`config.mk`:
```
export PLATFORM = sky130hd
export DESIGN_NAME = calc1_req_agent
export DESIGN_NICKNAME = d
export VERILOG_FILES = /design/src/rtl/calc1_req_agent.sv
export SDC_FILE = /design/constraint.sdc
export NUM_CORES = 1
export LEC_CHECK = 0
export CORE_UTILIZATION = 40
export DETAILED_ROUTE_END_ITERATION = 10
export GPL_TIMING_DRIVEN = 0
export HOLD_SLACK_MARGIN = 0.06
export PLACE_DENSITY_LB_ADDON = 0.12
export SYNTH_ARGS = -nofsm -noshare
export SYNTH_HDL_FRONTEND = slang
export SYNTH_SLANG_ARGS = --single-unit
```
`constraint.sdc`:
```
create_clock -name c_clk -period 1.87 [get_ports c_clk]
set_clock_uncertainty 0.05 [all_clocks]
set_input_delay 0.187 -clock c_clk [delete_from_list [all_inputs] [get_ports c_clk]]
set_output_delay 0.187 -clock c_clk [all_outputs]
set_load 0.005 [all_outputs]
```
`src/rtl/calc1_req_agent.sv`:
```
// Request agent for one calc1 port: takes a host op, sends op1/op2 over two cycles, returns the response.
// Optional build macro CALC1_REQ_CMD_CHECK_EN: only add/sub/shl/shr are forwarded, others fail locally.
module calc1_req_agent #(
    parameter int unsigned TIMEOUT_CYCLES = 64,
    parameter int unsigned CNT_W          = 16
) (
    input  logic        c_clk,
    input  logic        reset,
    input  logic        host_valid,
    output logic        host_ready,
    input  logic [3:0]  host_op,
    input  logic [0:31] host_a,
    input  logic [0:31] host_b,
    output logic        rsp_valid,
    input  logic        rsp_ready,
    output logic [1:0]  rsp_resp,
    output logic [0:31] rsp_data,
    output logic [3:0]  req_cmd,
    output logic [0:31] req_data,
    input  logic [1:0]  out_resp,
    input  logic [0:31] out_data
);

    typedef enum logic [2:0] {
        IDLE      = 3'd0,
        SEND_OP1  = 3'd1,
        SEND_OP2  = 3'd2,
        WAIT_RESP = 3'd3,
        DONE      = 3'd4
    } state_t;

    localparam logic [CNT_W-1:0] TO_LIMIT = CNT_W'(TIMEOUT_CYCLES);
    localparam logic [CNT_W-1:0] CNT_MAX  = '1;

    state_t            state, state_nx;
    logic [0:31]       b_q, b_nx;
    logic [CNT_W-1:0]  cnt, cnt_nx;
    logic [3:0]        cmd_nx;
    logic [0:31]       data_nx;
    logic              vld_nx;
    logic [1:0]        resp_nx;
    logic [0:31]       rdata_nx;
    logic              op_fwd;

    always_comb begin
`ifdef CALC1_REQ_CMD_CHECK_EN
        op_fwd = (host_op == 4'd1) || (host_op == 4'd2) ||
                 (host_op == 4'd5) || (host_op == 4'd6);
`else
        op_fwd = (host_op != 4'd0);
`endif
    end

    assign host_ready = (state == IDLE);

    always_comb begin
        state_nx = state;
        b_nx     = b_q;
        cnt_nx   = cnt;
        cmd_nx   = req_cmd;
        data_nx  = req_data;
        vld_nx   = rsp_valid;
        resp_nx  = rsp_resp;
        rdata_nx = rsp_data;
        case (state)
            IDLE: begin
                if (host_valid) begin
                    if (op_fwd) begin
                        // op/a go straight onto the bus; only b needs holding for the second beat
                        state_nx = SEND_OP1;
                        cmd_nx   = host_op;
                        data_nx  = host_a;
                        b_nx     = host_b;
                    end else begin
                        state_nx = DONE;
                        vld_nx   = 1'b1;
                        resp_nx  = 2'd2;
                        rdata_nx = '0;
                    end
                end
            end
            SEND_OP1: begin
                state_nx = SEND_OP2;
                cmd_nx   = 4'd0;
                data_nx  = b_q;
            end
            SEND_OP2: begin
                state_nx = WAIT_RESP;
                data_nx  = '0;
                cnt_nx   = CNT_W'(1);
            end
            WAIT_RESP: begin
                // a real response beats a timeout landing in the same cycle
                if (out_resp != 2'd0) begin
                    state_nx = DONE;
                    vld_nx   = 1'b1;
                    resp_nx  = out_resp;
                    rdata_nx = out_data;
                end else if (cnt >= TO_LIMIT) begin
                    state_nx = DONE;
                    vld_nx   = 1'b1;
                    resp_nx  = 2'd3;
                    rdata_nx = '0;
                end else if (cnt != CNT_MAX) begin
                    cnt_nx = cnt + 1'b1;
                end
            end
            DONE: begin
                if (rsp_ready) begin
                    state_nx = IDLE;
                    vld_nx   = 1'b0;
                    cnt_nx   = '0;
                end
            end
            default: state_nx = IDLE;
        endcase
    end

    always_ff @(posedge c_clk) begin
        if (reset) begin
            state     <= IDLE;
            b_q       <= '0;
            cnt       <= '0;
            req_cmd   <= '0;
            req_data  <= '0;
            rsp_valid <= 1'b0;
            rsp_resp  <= '0;
            rsp_data  <= '0;
        end else begin
            state     <= state_nx;
            b_q       <= b_nx;
            cnt       <= cnt_nx;
            req_cmd   <= cmd_nx;
            req_data  <= data_nx;
            rsp_valid <= vld_nx;
            rsp_resp  <= resp_nx;
            rsp_data  <= rdata_nx;
        end
    end

endmodule

```
==> flow_metrics.py <==
metrics = {
    "clocking": {
        "clock-sinks": 122,
        "cts_tree": "yes",
        "cts-buffers-inserted": 17,
        "clock_path_buffers": 2,
        "htreeDepth": 4,
        "hold_buffers": 0,
        "clkTransAtPathRegs_ps": 50,
        "clock-root-buffer": "clkbuf_16",
        "clk-insertion-delay-late_ps": 410,
    },
    "synthesis": {
        "yosys_warnings": 0,
        "synth-edff-count": 0,
        "synthTopCellsByArea": "dfxtp_1 (52%), nand2_1 (6.2%), a22o_1 (6.0%)",
        "synth-seq-cells": 122,
        "netlist_area_um2": 4670,
        "synthArstFlopShare_pct": 0,
        "syn-num-nets": 624,
        "yosysUniqueCellTypes": 46,
        "yosysSeqAreaShare_pct": 52.2,
        "ys.flop_type": "dfxtp_1",
        "yosys.area.top_type_share_pct": 52.2,
        "synth_common_cells": "dfxtp_1 (122), nand2_1 (77), nor2_1 (54)",
        "yosysTopAreaCell": "dfxtp_1",
        "avgSynthCellArea_um2": 9.06,
        "synth_most_common_cell": "dfxtp_1",
        "synthCells": 516,
    },
    "global_route": {
        "grt_pass1_vias": 4389,
        "grt_pass1_wl_mm": 21.0,
        "antenna_found_initial": 0,
        "track_usage_pct": 22.7,
        "grt.overflow.total": 0,
        "grt_max_degree": 17,
    },
    "worst_setup_path": {
        "cp-end-kind": "register",
        "crit_fanout": 9,
        "crit_start": "cnt[10]$_SDFFE_PP0P_",
        "cp.arrival_ps": 2190,
        "startpoint_type": "register",
        "rrSetupSlack_ps": -20,
        "reg2reg_depth": 6,
        "cp.required_ps": 2170,
        "timing.rr.start": "cnt[10]$_SDFFE_PP0P_",
        "r2r-end": "cnt[15]$_SDFFE_PP0P_",
        "critPathKind": "reg -> reg",
    },
    "drt": {
        "drt_iter0_drc": 265,
        "viasPerCell": 5.21,
        "wl_per_cell_um": 15.9,
        "drc": 0,
        "dr.pass1.iters": 5,
        "ant_nets": 0,
        "wl_mm": 14.0,
        "vias": 4593,
    },
    "placed_design": {
        "placed_cell_area_um2": 6620,
        "finalWeightedCongestion": 0.805,
        "placed_cells": 835,
        "dpl.hpwl_mm": 9.93,
        "portBuffers": 176,
    },
    "timing": {
        "worstMarginPinSlew_ps": 560,
        "fmax_ghz": 0.529,
        "slew_headroom_pct": 62.6,
        "min_period_over_period_pct": 101,
        "grt_setup_unrepaired": "yes",
        "maxSlewViolCount": 0,
        "fin_ws_ps": -21.2,
        "fin_crit_ps": 1890,
        "setup_viol": 3,
        "hold_violations": 0,
    },
    "final_layout": {
        "fillCellCount": 954,
        "areaGrowthSynthToFinish_pct": 61.6,
        "final_area_um2": 7560,
        "n_antenna_cell": 0,
        "finalNetCount": 833,
        "final_cells": 881,
        "drive_gt1_share_pct": 14.9,
    },
    "power": {
        "peakVddDrop_mv": 0.710,
        "switching_share_pct": 25.0,
        "power_switching_mw": 1.87,
        "combPwrFrac_pct": 18.6,
        "p_leak_nw": 2.81,
        "pwr_density_cell_nw_per_um2": 990,
        "p_int_mw": 5.61,
        "clkPwrFrac_pct": 42.4,
        "seqPwrFrac_pct": 39.0,
    },
    "floorplan": {
        "rows": 39,
        "die_x_um": 110,
        "core_area_um2": 11400,
        "dieArea_um2": 12100,
        "initial_core_util_pct": 40.9,
        "die_y_um": 110,
        "num_io_pins": 178,
    },
    "run": {
        "max-cap-violations": 0,
    },
    "worst_hold_path": {
        "hp-class": "in -> reg",
        "holdPathEnd": "req_cmd[2]$_SDFFE_PP0P_",
        "hp-start": "host_valid",
        "worstHoldPathCells": 3,
    },
    "status": {
        "violations": "setup timing",
        "outcome": "complete, but fails checks",
    },
}
[how the worst max path moves through the flow]
stage / end / cells past startpoint
floorplan: cnt[3]$_SDFFE_PP0P_ / 5
global placement: rsp_data[14]$_SDFFE_PP0P_ / 7
detailed placement: rsp_data[16]$_SDFFE_PP0P_ / 7
CTS: b_q[21]$_SDFFE_PP0P_ / 8
global route: cnt[15]$_SDFFE_PP0P_ / 6
finish: cnt[15]$_SDFFE_PP0P_ / 6
[state kept, by name (all words and copies together), names as in the netlist]
signal and flops:
rsp_data 32, req_data 32, cnt 16, b_q 32
req_cmd 4, state 3, rsp_valid 1, rsp_resp 2
[worst max-delay path: stages (launching register included)]
cell and delay [ps]:
dfxtp_2 330, nor4_4 400, a31oi_4 190, or2_1 280, buf_6 150, nor4_2 280, o21a_1 140
[stage by stage]
step	TNS [ps]	power [mW]	hold slack [ps]	util [%]	setup slack (ps)
global route	-694	7.78	172	66.2	-105
CTS	0	7.41	122	64.7	21.8
detailed placement	-44150	4.22	398	57.9	-609
floorplan	0	3.54	263	-	45.1
global placement	-42080	4.19	395	57.9	-604
finish	-24.0	7.48	160	66.2	-21.2
[power groups by stage]
| stage | combinational [mW] | sequential (mW) | clock [mW] |
|---|---|---|---|
| 5_1_grt | 1.51 | 2.94 | 3.33 |
| 3_5_place_dp | 1.25 | 2.96 | 0 |
| 2_1_floorplan | 0.584 | 2.96 | 0 |
| 6_report | 1.39 | 2.92 | 3.17 |
| 3_3_place_gp | 1.23 | 2.96 | 0 |
| 4_1_cts | 1.29 | 2.92 | 3.20 |
[what timing repair did]
item / CTS / global route
gates cloned: 0 / 1
pin swaps: 9 / 9
setup endpoints to repair: 110 / 105
setup buffers: 11 / 2
resized for setup: 34 / 60
[final cells by class]
type / count / area (um2) / area share [%]
clock buffers: 24 / 482 / 6.38
clock inverters: 8 / 92.6 / 1.23
well taps: 143 / 179 / 2.37
plain buffers: 40 / 241 / 3.20
inverters: 5 / 18.8 / 0.248
repair buffers: 190 / 1860 / 24.7
multi-input cells: 349 / 2230 / 29.5
flip-flops and latches: 122 / 2450 / 32.4
[routing by layer]
metal	track usage, %	up-vias	wire length, um
met5	0	-	0
met1	27.9	2149	6280
met2	37.7	137	6740
met4	8.36	0	193
met3	6.70	17	821
li1	-	2290	-
[cell families (layout without fill, tap and decap cells)]
family	count (synthesis)	in the layout	share of synthesized area (%)
DFF	122	122	52.2
buffers and inverters	45	267	3.99
xor gates and xnor gates	2	2	0.375
and+or+nand+nor	173	173	17.0
AOI/OAI and AO/OA	171	171	25.6
muxes	1	1	0.214
adders and majority gates	2	2	0.535
[layout by cell type (no fill, tap or decap), drive strengths merged, types with 2 or more instances in the layout]
master	Yosys	routed
dfxtp	122	122
a22oi	32	32
a211oi	33	33
nor3b	3	3
ha	2	2
buf	17	28
nand2	77	77
nand4b	5	5
nand3b	2	2
o21a	2	2
clkbuf	23	50
o21ai	6	6
inv	5	5
and2	2	2
nor4	7	7
clkinv	0	5
bufinv	0	2
a41oi	2	2
nor3	8	8
nor2	54	54
nand3	7	7
nand4	2	2
a21oi	49	49
clkdlybuf4s50	0	175
a22o	32	32
a31oi	7	7
Power figures use the tool's default switching activity.
